--- src/rtl/shr_link_pkg.sv ---
// Shared definitions for the shift-register serial link.
// Holds the receiver FSM encoding and the default frame/timeout constants,
// so the transmitter (din_syn) and the receiver agree on the frame length.
package shr_link_pkg;

    typedef enum logic [1:0] {
        ST_IDLE  = 2'd0,
        ST_SHIFT = 2'd1,
        ST_DRAIN = 2'd2
    } rx_state_e;

    localparam int FRAME_BITS_DEF  = 16;
    localparam int TIMEOUT_CYC_DEF = 64;

endpackage

--- src/rtl/shr_frame_rx_sync_edge.sv ---
// sync_edge: two-flop synchroniser followed by a history register that
// yields single-cycle rise/fall strobes on the synchronised level.
// Ports:
//   clk   : sampling clock
//   rst_n : asynchronous active-low reset (all flops to 0)
//   d     : asynchronous input
//   lvl   : synchronised level (second flop)
//   rise  : lvl went 0->1 this cycle
//   fall  : lvl went 1->0 this cycle
module sync_edge (
    input  logic clk,
    input  logic rst_n,
    input  logic d,
    output logic lvl,
    output logic rise,
    output logic fall
);

    logic s1;
    logic s2;
    logic s3;

    always_ff @(posedge clk or negedge rst_n) begin
        if (!rst_n) begin
            s1 <= 1'b0;
            s2 <= 1'b0;
            s3 <= 1'b0;
        end else begin
            s1 <= d;
            s2 <= s1;
            s3 <= s2;
        end
    end

    assign lvl  = s2;
    assign rise = s2 & ~s3;
    assign fall = ~s2 & s3;

endmodule

--- src/rtl/shr_frame_rx.sv ---
// shr_frame_rx: loopback receiver/checker for the shift-register serial link.
// Deserialises each syn-framed burst (MSB first) into a parallel word and
// keeps frame/error counters plus sticky error flags for on-board checking.
// Ports:
//   clk_in      : system clock, all logic on its rising edge
//   rst_n       : asynchronous active-low reset
//   ser_clk     : serial clock (asynchronous to clk_in)
//   ser_din     : serial data, valid at ser_clk rising edge
//   ser_syn     : frame enable, high for the whole frame
//   clr         : synchronous clear of counters and sticky errors
//   rx_data     : last good frame
//   rx_valid    : one-cycle pulse when rx_data updates
//   rx_busy     : a frame is being shifted in
//   err_len     : sticky, a frame ended with the wrong bit count
//   err_timeout : sticky, a frame was aborted because ser_clk stalled
//   frame_cnt   : good frames received (wraps)
//   err_cnt     : bad frames received (saturates at 255)
module shr_frame_rx
    import shr_link_pkg::*;
#(
    parameter int FRAME_BITS  = FRAME_BITS_DEF,
    parameter int TIMEOUT_CYC = TIMEOUT_CYC_DEF,
    parameter int CNT_W       = 16
) (
    input  logic                  clk_in,
    input  logic                  rst_n,
    input  logic                  ser_clk,
    input  logic                  ser_din,
    input  logic                  ser_syn,
    input  logic                  clr,
    output logic [FRAME_BITS-1:0] rx_data,
    output logic                  rx_valid,
    output logic                  rx_busy,
    output logic                  err_len,
    output logic                  err_timeout,
    output logic [CNT_W-1:0]      frame_cnt,
    output logic [7:0]            err_cnt
);

    localparam int BCNT_W = $clog2(FRAME_BITS + 1) + 1;
    localparam int TCNT_W = (TIMEOUT_CYC > 2) ? $clog2(TIMEOUT_CYC) : 1;

    localparam logic [BCNT_W-1:0] BCNT_FULL = BCNT_W'(FRAME_BITS);
    localparam logic [BCNT_W-1:0] BCNT_SAT  = BCNT_W'(FRAME_BITS + 1);
    localparam logic [TCNT_W-1:0] TCNT_LAST = TCNT_W'(TIMEOUT_CYC - 1);

    // Bit count stops one past a legal frame so an overlong frame can never
    // wrap back to exactly FRAME_BITS.
    function automatic logic [BCNT_W-1:0] bcnt_inc_sat(input logic [BCNT_W-1:0] v);
        return (v >= BCNT_SAT) ? v : v + BCNT_W'(1);
    endfunction

    function automatic logic [7:0] err_inc_sat(input logic [7:0] v);
        return (v == 8'hFF) ? v : v + 8'd1;
    endfunction

    // ---------------- input synchronisation ----------------
    logic clk_lvl, clk_rise, clk_fall;
    logic syn_lvl, syn_rise, syn_fall;
    logic din_s1, din_s2;

    sync_edge u_sync_clk (
        .clk   (clk_in),
        .rst_n (rst_n),
        .d     (ser_clk),
        .lvl   (clk_lvl),
        .rise  (clk_rise),
        .fall  (clk_fall)
    );

    sync_edge u_sync_syn (
        .clk   (clk_in),
        .rst_n (rst_n),
        .d     (ser_syn),
        .lvl   (syn_lvl),
        .rise  (syn_rise),
        .fall  (syn_fall)
    );

    // Data gets the same two-flop delay as ser_clk, so din_s2 is the bit
    // that was on the pin when the synchronised clock edge was seen.
    always_ff @(posedge clk_in or negedge rst_n) begin
        if (!rst_n) begin
            din_s1 <= 1'b0;
            din_s2 <= 1'b0;
        end else begin
            din_s1 <= ser_din;
            din_s2 <= din_s1;
        end
    end

    // ---------------- start qualification ----------------
    // The synchroniser flops come out of reset at 0, so a syn that is already
    // high at release would look like a rising edge. Frame starts are only
    // accepted once the pipeline has refilled and syn has been seen low.
    logic [1:0] warm_cnt;
    logic       armed;

    always_ff @(posedge clk_in or negedge rst_n) begin
        if (!rst_n) begin
            warm_cnt <= 2'd0;
            armed    <= 1'b0;
        end else begin
            if (warm_cnt != 2'd2) begin
                warm_cnt <= warm_cnt + 2'd1;
            end
            if (warm_cnt == 2'd2 && !syn_lvl) begin
                armed <= 1'b1;
            end
        end
    end

    // ---------------- frame FSM ----------------
    rx_state_e          state, state_nxt;
    logic [BCNT_W-1:0]  bcnt;
    logic [TCNT_W-1:0]  tcnt;
    logic               start;
    logic               capture;
    logic               frame_ok;
    logic               frame_bad;
    logic               tmo;
    logic               tcnt_inc;

    always_ff @(posedge clk_in or negedge rst_n) begin
        if (!rst_n) begin
            state <= ST_IDLE;
        end else begin
            state <= state_nxt;
        end
    end

    always_comb begin
        state_nxt = state;
        start     = 1'b0;
        capture   = 1'b0;
        frame_ok  = 1'b0;
        frame_bad = 1'b0;
        tmo       = 1'b0;
        tcnt_inc  = 1'b0;
        case (state)
            ST_IDLE: begin
                if (syn_rise && armed) begin
                    state_nxt = ST_SHIFT;
                    start     = 1'b1;
                    capture   = clk_rise;
                end
            end
            ST_SHIFT: begin
                // syn_fall has priority: a clock edge in the closing cycle
                // belongs to no frame.
                if (syn_fall) begin
                    state_nxt = ST_IDLE;
                    if (bcnt == BCNT_FULL) begin
                        frame_ok = 1'b1;
                    end else begin
                        frame_bad = 1'b1;
                    end
                end else if (clk_rise && syn_lvl) begin
                    capture = 1'b1;
                end else if (tcnt == TCNT_LAST) begin
                    tmo       = 1'b1;
                    state_nxt = ST_DRAIN;
                end else begin
                    tcnt_inc = 1'b1;
                end
            end
            ST_DRAIN: begin
                if (syn_fall) begin
                    state_nxt = ST_IDLE;
                end
            end
            default: begin
                state_nxt = ST_IDLE;
            end
        endcase
    end

    assign rx_busy = (state == ST_SHIFT);

    // ---------------- datapath and counters ----------------
    logic [FRAME_BITS-1:0] shift_reg;

    always_ff @(posedge clk_in or negedge rst_n) begin
        if (!rst_n) begin
            bcnt        <= '0;
            tcnt        <= '0;
            shift_reg   <= '0;
            rx_data     <= '0;
            rx_valid    <= 1'b0;
            frame_cnt   <= '0;
            err_cnt     <= '0;
            err_len     <= 1'b0;
            err_timeout <= 1'b0;
        end else begin
            if (start) begin
                bcnt <= capture ? BCNT_W'(1) : '0;
            end else if (capture) begin
                bcnt <= bcnt_inc_sat(bcnt);
            end

            if (start || capture) begin
                tcnt <= '0;
            end else if (tcnt_inc) begin
                tcnt <= tcnt + TCNT_W'(1);
            end

            if (capture) begin
                shift_reg <= {shift_reg[FRAME_BITS-2:0], din_s2};
            end

            rx_valid <= frame_ok;
            if (frame_ok) begin
                rx_data <= shift_reg;
            end

            if (clr) begin
                frame_cnt   <= '0;
                err_cnt     <= '0;
                err_len     <= 1'b0;
                err_timeout <= 1'b0;
            end else begin
                if (frame_ok) begin
                    frame_cnt <= frame_cnt + CNT_W'(1);
                end
                if (frame_bad || tmo) begin
                    err_cnt <= err_inc_sat(err_cnt);
                end
                if (frame_bad) begin
                    err_len <= 1'b1;
                end
                if (tmo) begin
                    err_timeout <= 1'b1;
                end
            end
        end
    end

endmodule

--- config.mk ---
export PLATFORM = sky130hd
export DESIGN_NAME = shr_frame_rx
export DESIGN_NICKNAME = d
export VERILOG_FILES = /design/src/rtl/shr_link_pkg.sv /design/src/rtl/shr_frame_rx_sync_edge.sv /design/src/rtl/shr_frame_rx.sv
export SDC_FILE = /design/constraint.sdc
export NUM_CORES = 1
export LEC_CHECK = 0
export CAP_MARGIN = 20
export CELL_PAD_IN_SITES_DETAIL_PLACEMENT = 0
export CELL_PAD_IN_SITES_GLOBAL_PLACEMENT = 2
export CORE_UTILIZATION = 39
export CTS_CLUSTER_DIAMETER = 200
export DETAILED_ROUTE_END_ITERATION = 8
export PLACE_DENSITY_LB_ADDON = 0.25
export SLEW_MARGIN = 20
export SYNTH_ARGS = -nofsm -noshare
export SYNTH_HDL_FRONTEND = slang
export SYNTH_HIERARCHICAL = 1
export SYNTH_SLANG_ARGS = --single-unit
--- constraint.sdc ---
create_clock -name clk_in -period 7.1 [get_ports clk_in]
set_input_delay 1.42 -clock clk_in [delete_from_list [all_inputs] [get_ports clk_in]]
set_output_delay 1.42 -clock clk_in [all_outputs]
set_load 0.02 [all_outputs]
### After elaboration in Yosys (flattened, before gate mapping)

Index checks and enable logic that the tools add are counted.

* word-level logic and storage cells: 102
* output and inout port bits: 44
* input bits: 6
* register bits after elaboration: 84

* reduce and logical (&&, ||, !) cells: 16
* add/subtract/negate cells: 5
* bitwise gates (word level): 6
* equality and inequality tests: 13
* mux-type cells: 41
* order comparisons: 1

Operators with widths (count)
* 16-bit 2-to-1 mux: 2
* 6-bit 2-to-1 mux: 5
* 1-bit 2-to-1 mux: 24
* 8-bit 2-to-1 mux: 3
* 16-bit by 1-bit adder with 16-bit output (second input constant): 1
* 6-bit by 1-bit adder with 6-bit output (second input constant): 2
* 2-bit nonzero test: 6
* 2-bit 2-to-1 mux: 5
* 2-bit inequality test (second input constant): 5
* 8-bit by 1-bit adder with 8-bit output (second input constant): 1
* 8-bit == test (second input constant): 1
* 6-bit by 5-bit == test with 1-bit output (second input constant): 1
* 6-bit == test (second input constant): 1
* 6-bit by 5-bit >= comparator with 1-bit output (second input constant): 1
* 2-bit one-hot mux with 3 select lines: 1
* 2-bit == test (second input constant): 2
* 2-bit AND reduction: 2
* 4-bit AND reduction: 1
* 1-bit bitwise AND: 3
* 1-bit logical AND: 3
* 3-bit by 1-bit inequality test with 1-bit output (second input constant): 1
* 3-bit inequality test (second input constant): 1
* 1-bit inverter: 3
* 2-bit by 1-bit adder with 2-bit output (second input constant): 1
* other kinds (5): 6

### Logic depth before layout (Yosys ltp)

Gate-level depths: netlist of run 1.

* depth in word-level cells: 9
* depth in mapped cells: 8
* depth with buffers taken out: 6

### Modules after synthesis

Netlist of run 1, hierarchy kept.

By module, submodules not included
* shr_frame_rx: sequential area each 1951.9 um^2, area each 3594.7 um^2, cells an instance 310, times used 1
* sync_edge: sequential area each 75.1 um^2, area each 90.1 um^2, cells an instance 5, times used 2

### Worst setup path before layout of run 1

OpenSTA, ideal clock, no wires.

* path type: register -> register
* from: register u_sync_syn.s2 (netlist: u_sync_syn/lvl)
* to: register err_cnt[7]
* data required time: 6972 ps
* path buffers: 1
* period minus slack after synthesis: 2453 ps
* setup time: 128 ps
* arrival: 2325 ps
* slack: 4647 ps
* cell stages (with the launch flop): 7
* cell sequence: dfrtp_1 -> and2b_2 -> or3b_1 -> or4b_1 -> buf_4 -> a2111oi_4 -> mux2_1

* longest elaborated chain between the ends: 7
* elaborated cells on any way between the ends: 11
* those cells by class: 5 x mux; 2 x bitwise; 4 x reduce/logical

Ends and longest elaborated chain
* start: declaration: line shr_frame_rx_sync_edge.sv:20 `logic s2;`
* start signal: assignment: line shr_frame_rx_sync_edge.sv:26 `s2 <= 1'b0;`
* start signal: assignment: line shr_frame_rx_sync_edge.sv:30 `s2 <= s1;`
* 1-bit inverter (*): line shr_frame_rx_sync_edge.sv:37 `assign fall = ~s2 & s3;`
* 1-bit bitwise AND (*): line shr_frame_rx_sync_edge.sv:37
* net syn_fall: line shr_frame_rx.sv:59 `logic syn_lvl, syn_rise, syn_fall;`
* 1-bit 2-to-1 mux: line shr_frame_rx.sv:151 `if (syn_fall) begin`
* 1-bit 2-to-1 mux: line shr_frame_rx.sv:140 `case (state)`
* 1-bit logical OR (*): line shr_frame_rx.sv:225 `if (frame_bad || tmo) begin`
* 2-bit nonzero test (no source line) (*)
* 2-bit AND reduction (no source line) (*)
* end signal: assignment: line shr_frame_rx.sv:226 `err_cnt <= err_inc_sat(err_cnt);`
* end: declaration: line shr_frame_rx.sv:37 `output logic [7:0] err_cnt`

The timed path passes the listed nets; every way through them passes the cells marked *.
A chain may end at the register's enable or synchronous reset.

### Worst setup path in the final report of run 1

* from: register state[0]
* to: output rx_busy

* longest elaborated chain between the ends: 1

Ends and longest elaborated chain
* start: declaration: line shr_frame_rx.sv:114 `rx_state_e state, state_nxt;`
* start signal: assignment: line shr_frame_rx.sv:128 `state <= state_nxt;`
* 2-bit by 1-bit == test with 1-bit output: line shr_frame_rx.sv:178 `assign rx_busy = (state == ST_SHIFT);`
* end: declaration: line shr_frame_rx.sv:33 `output logic rx_busy,`

Every way passes these cells.

==> results of run 1 <==
## final cells by class
cell class / count / area [um^2] / area share [%]
timing repair buffer: 53 / 518.0 / 11.18
tap: 129 / 161.4 / 3.485
multi-input combinational: 213 / 1578 / 34.06
clock inverter: 7 / 103.9 / 2.242
clock buffer: 9 / 123.9 / 2.674
sequential: 84 / 2102 / 45.38
inverter: 12 / 45.04 / 0.9724
## per-stage QoR
step	util, %	setup slack [ps]	instances	power [mW]
finish	49.89	4098	507	1.021
global route	49.89	3998	507	1.072
CTS	49.89	4052	507	1.039
detailed placement	47.44	4353	491	0.6482
global placement	47.44	4378	491	0.6451
floorplan	-	4647	319	0.6078
## power breakdown
group | total [mW] | internal, mW | switching (mW)
Sequential | 0.534 | 0.508 | 0.0260
Clock | 0.386 | 0.203 | 0.183
Combinational | 0.102 | 0.0470 | 0.0548
Total | 1.02 | 0.758 | 0.263
## cell usage in the layout (no fill, tap or decap), types with 3 or more instances in the layout
cell / instances
sky130_fd_sc_hd__or2_2: 3
sky130_fd_sc_hd__mux2_1: 8
sky130_fd_sc_hd__or4_1: 10
sky130_fd_sc_hd__xor2_1: 3
sky130_fd_sc_hd__clkbuf_8: 9
sky130_fd_sc_hd__or3_1: 4
sky130_fd_sc_hd__a21oi_1: 23
sky130_fd_sc_hd__nand4_1: 8
sky130_fd_sc_hd__nor2b_1: 11
sky130_fd_sc_hd__dfrtp_1: 84
sky130_fd_sc_hd__clkdlybuf4s50_1: 48
sky130_fd_sc_hd__ha_1: 7
sky130_fd_sc_hd__a211oi_1: 4
sky130_fd_sc_hd__o31ai_1: 10
sky130_fd_sc_hd__mux2i_1: 7
sky130_fd_sc_hd__nand2_1: 17
sky130_fd_sc_hd__nand3_1: 9
sky130_fd_sc_hd__inv_1: 12
sky130_fd_sc_hd__mux2_2: 32
sky130_fd_sc_hd__nor2_1: 18
sky130_fd_sc_hd__nand2b_1: 5
sky130_fd_sc_hd__buf_4: 5
sky130_fd_sc_hd__o21ai_0: 7
sky130_fd_sc_hd__inv_6: 3
## per-layer routing
layer	up-vias	track usage, %
met5	-	0
met3	7	2.577
met2	40	23.76
met4	0	5.686
met1	1294	20.43
li1	1262	-
## worst paths after layout
path                            slack, ps                       end                     start
worst max-delay path                 4100                   rx_busy      state[0]$_DFFE_PN0P_
worst min-delay path                  360  u_sync_clk/lvl$_DFF_PN0_   u_sync_clk/s1$_DFF_PN0_
worst max register to register       4440    err_cnt[7]$_DFFE_PN0P_  u_sync_syn/lvl$_DFF_PN0_
worst min register to register        360  u_sync_clk/lvl$_DFF_PN0_   u_sync_clk/s1$_DFF_PN0_
max in group asynchronous            5090   u_sync_syn/s3$_DFF_PN0_                     rst_n
min in group asynchronous            1010  frame_cnt[7]$_DFFE_PN0P_                     rst_n
==> results_dict.tcl, run 1 <==
set metrics [dict create \
    timing.hold.worst_path_depth 0 \
    timing.critical_path.depth 2 \
    drt_first_iter_violations 75 \
    worst_slew_pin_slew_ps 914.1 \
    postCtsSetupRepairBufs 0 \
    rsz0062_at_grt "false" \
    cts_tree "built" \
    cp.arrival_ps 1580 \
    wl_um 6920 \
    wl_per_cell_um 13.65 \
    share_of_layout_cells_above_drive_strength_1_pct 15.61 \
    setup.worst_path.class "reg2out" \
    number_of_gates_resized_after_cts 0 \
    die_height_um 100.3 \
    max_used_layer "met4" \
    dr.pass1.iters 4 \
    cp_data_required_time_ps 5680 \
    ant_nets 0 \
    cts_root_buf "sky130_fd_sc_hd__clkbuf_8" \
    total_nets_final 386 \
    worst_clock_skew_ps 11.59 \
    clock_insertion_delay_worst_skew_ps 350 \
    wl_met1_um 3416 \
    place_area_um2 4404 \
    gp_weighted_congestion 0.7223 \
    cap_viol_max_count 0 \
    floorplan.io_pins 50 \
    area_enclosed_by_the_die_boundary_um2 10050 \
    peakVddDrop_mv 0.1222 \
    min_period_ps 3002 \
    syn-instance-count 319 \
    clockBufferDepth 2 \
    synthesis_to_layout_area_growth_pct 22.99 \
    relSlewSlack_pct 38.23 \
    setup_tns_ps 0 \
    num_rows 35 \
    result_of_the_run "finished clean" \
    drt-vias-per-instance 5.134 \
    hold_slack_ps 358.1 \
    syn-num-nets 332 \
    die_w_um 100.3 \
    final_hold_viol_count 0 \
    critical_path.top_delay_family "buffers and inverters" \
    initial_antenna_violation_count 0 \
    initial_core_util_pct 40.57 \
    track_usage_pct 14.93 \
    met2WireLength_um 3170 \
    clkSinkCount 84 \
    r2r_cells 5 \
    total_vias_in_the_final_route 2603 \
    grt_pass1_wl_um 11960 \
    gr-total-overflow 0 \
    synth_area_um2 3766 \
    master_of_the_slowest_instance_on_the_critical_path "sky130_fd_sc_hd__clkdlybuf4s50_1" \
    core_area_um2 9284 \
    worstPathCellList "nor2b_1 -> clkdlybuf4s50_1" \
    cts.clk_slew.worst_paths_ps 80 \
    worstSetupStartpointType "flop" \
    power_leakage_nw 2.024 \
    setup.worst_path.end_class "output port" \
    yosysWarningCount 6 \
    dp_hpwl_um 4588 \
    final_design_area_no_fill_um2 4632 \
    grt_pass1_vias 2480 \
    met3WireLength_um 221 \
    postCtsHoldBufs 0 \
    io_buffer_count 49 \
    drc 0 \
    slew_violations 0 \
    critical-path-max-stage-delay_ps 610 \
    synth_area_per_cell_um2 11.81 \
    critPathBufInv 1 \
    cts_buffers 9 \
    htree_levels 3 \
    power.density_nw_per_um2 220.5 \
    finalCritPeriodShare_pct 42.28 \
    maximum_number_of_pins_on_one_net_before_global_route_repair 49 \
    antenna_cells 0 \
    achievable-frequency_mhz 333.1 \
    final_layout_fill_cell_count 861 \
    setup_viol 0 \
    crit_path_max_fanout 9 \
    min-delay-path-class "reg2reg" \
]
Power figures use the tool's default switching activity.
==> inputs of run 2 (changes only) <==
--- a/config.mk
+++ b/config.mk
@@ -8,7 +8,7 @@
 export CAP_MARGIN = 20
 export CELL_PAD_IN_SITES_DETAIL_PLACEMENT = 0
 export CELL_PAD_IN_SITES_GLOBAL_PLACEMENT = 2
-export CORE_UTILIZATION = 39
+export CORE_UTILIZATION = 37
 export CTS_CLUSTER_DIAMETER = 200
 export DETAILED_ROUTE_END_ITERATION = 8
 export PLACE_DENSITY_LB_ADDON = 0.25
==> constraint.sdc (replaced) <==
create_clock -name clk_in -period 2.9 [get_ports clk_in]
set_input_delay 0.58 -clock clk_in [delete_from_list [all_inputs] [get_ports clk_in]]
set_output_delay 0.58 -clock clk_in [all_outputs]
set_load 0.02 [all_outputs]
==> results_dict.tcl, run 2 (synthesis gave the netlist of run 1 again) <==
set metrics [dict create \
    power_leakage_nw 2.029 \
    cap_viol_max_count 0 \
    critical-path-max-stage-delay_ps 750 \
    achievable-frequency_mhz 371.4 \
    io_buffer_count 49 \
    layout.cells.most_common "sky130_fd_sc_hd__dfrtp_1" \
    area_enclosed_by_the_die_boundary_um2 10590 \
    setup_viol 0 \
    power.density_nw_per_um2 510.5 \
    final_layout_fill_cell_count 940 \
    cts_tree "built" \
    share_of_layout_cells_above_drive_strength_1_pct 16.49 \
    initial_core_util_pct 38.35 \
    postCtsHoldBufs 0 \
    htree_levels 3 \
    critical_path.top_delay_family "simple AND/OR/NAND/NOR gates" \
    number_of_gates_resized_after_cts 0 \
    drt_first_iter_violations 78 \
    clock_insertion_delay_worst_skew_ps 360 \
    antenna_cells 0 \
    clkSinkCount 84 \
    total_nets_final 390 \
    cp.arrival_ps 2930 \
    worst_clock_skew_ps 9.577 \
    cp_data_required_time_ps 3140 \
    hold_slack_ps 223.7 \
    setup_tns_ps 0 \
    synthesis_to_layout_area_growth_pct 23.29 \
    drc 0 \
    grt_pass1_wl_um 12070 \
    cts_buffers 9 \
    floorplan.io_pins 50 \
    relSlewSlack_pct 51.66 \
    seq_area_um2 2102 \
    core_area_um2 9819 \
    initial_antenna_violation_count 0 \
    peakVddDrop_mv 0.2646 \
    rsz0062_at_grt "false" \
    wl_per_cell_um 13.79 \
    final_hold_viol_count 0 \
    num_rows 36 \
    dr.pass1.iters 4 \
    setup.worst_path.end_class "flop" \
    dp_hpwl_um 4770 \
    postCtsSetupRepairBufs 0 \
    min-delay-path-class "in2async" \
    die_w_um 102.9 \
    critPathBufInv 0 \
    gp_weighted_congestion 0.7463 \
    worstPathCellList "and2b_2 -> or3b_1 -> or4b_1 -> a2111oi_4 -> mux2_1" \
    maximum_number_of_pins_on_one_net_before_global_route_repair 46 \
    total_power_mw 2.371 \
    gr-total-overflow 0 \
    worst_slew_pin_slew_ps 721.9 \
    cts.clk_slew.worst_paths_ps 90 \
    cts_root_buf "sky130_fd_sc_hd__clkbuf_8" \
    final_cell_mix "sky130_fd_sc_hd__dfrtp_1 (84), sky130_fd_sc_hd__clkdlybuf4s50_1 (48), sky130_fd_sc_hd__mux2_2 (32), sky130_fd_sc_hd__a21oi_1 (23), sky130_fd_sc_hd__nor2_1 (18)" \
    die_height_um 102.9 \
    clockBufferDepth 2 \
    final_cell_count_no_fill 515 \
    reg2reg_slack_ps 210 \
    setup.worst_path.class "reg2reg" \
    grt_pass1_vias 2453 \
    slew_violations 0 \
    master_of_the_slowest_instance_on_the_critical_path "sky130_fd_sc_hd__or4b_1" \
    result_of_the_run "finished clean" \
    track_usage_pct 14.96 \
    total_vias_in_the_final_route 2608 \
    finalCritPeriodShare_pct 92.86 \
    drt-vias-per-instance 5.064 \
    multi_input_area_um2 1578 \
    crit_path_max_fanout 9 \
    min_period_ps 2693 \
    ant_nets 0 \
    wl_um 7102 \
    place_inst 499 \
    fin_util_pct 47.29 \
    worstSetupStartpointType "flop" \
]
run 2: cell count changes in the layout (fill, tap and decap cells not counted), sizes merged:
cell	change
clkinv	-1
clkinvlp	+1
inv	+1
bufinv	-2
buf	+4
clkbuf	+1
run 2: worst paths after layout:
kind | start | end | cells after the start
max | u_sync_syn/lvl$_DFF_PN0_ | err_cnt[7]$_DFFE_PN0P_ | 5
min reg2reg | u_sync_clk/s1$_DFF_PN0_ | u_sync_clk/lvl$_DFF_PN0_ | 0
max reg2reg | u_sync_syn/lvl$_DFF_PN0_ | err_cnt[7]$_DFFE_PN0P_ | 5
max in group asynchronous | rst_n | u_sync_clk/lvl$_DFF_PN0_ | 2
min | rst_n | frame_cnt[9]$_DFFE_PN0P_ | 1
min in group clk_in | u_sync_clk/s1$_DFF_PN0_ | u_sync_clk/lvl$_DFF_PN0_ | 0
run 2: area by class of cell:
type	instances	share of cell area, %
repair buffers	57	12.07
inverters	12	0.9701
multi-input cells	213	33.98
well taps	133	3.584
clock buffers	10	2.964
flip-flops and latches	84	45.27
clock inverters	6	1.159
run 2: per-layer routing:
layer | track usage, % | up-vias | part of all wire [%]
met5 | 0 | - | 0
met1 | 20.32 | 1278 | 49
met2 | 22.82 | 45 | 46
met3 | 3.458 | 7 | 4.2
li1 | - | 1278 | -
met4 | 6.826 | 0 | 1.4
run 2: power breakdown:
| group | switching (mW) | leakage, nW | internal, mW |
|---|---|---|---|
| sequential | 0.0667 | 1.13 | 1.24 |
| combinational | 0.133 | 0.801 | 0.120 |
| clock | 0.457 | 0.0958 | 0.351 |
| total | 0.656 | 2.03 | 1.71 |
run 2: per-stage QoR:
stage               setup slack (ps)  area (um^2)
global placement               246.5         4452
finish                         207.2         4643
global route                   63.31         4643
floorplan                      447.5         3766
CTS                            206.5         4643
detailed placement             216.9         4452
==> inputs of run 3 (changes only) <==
--- a/config.mk
+++ b/config.mk
@@ -10,7 +10,9 @@
 export CELL_PAD_IN_SITES_GLOBAL_PLACEMENT = 2
 export CORE_UTILIZATION = 37
 export CTS_CLUSTER_DIAMETER = 200
+export CTS_CLUSTER_SIZE = 25
 export DETAILED_ROUTE_END_ITERATION = 8
+export HOLD_SLACK_MARGIN = 0.08
 export PLACE_DENSITY_LB_ADDON = 0.25
 export SLEW_MARGIN = 20
 export SYNTH_ARGS = -nofsm -noshare
==> results of run 3 <==
Final layout, timing and power as in run 2 (identical DEF).
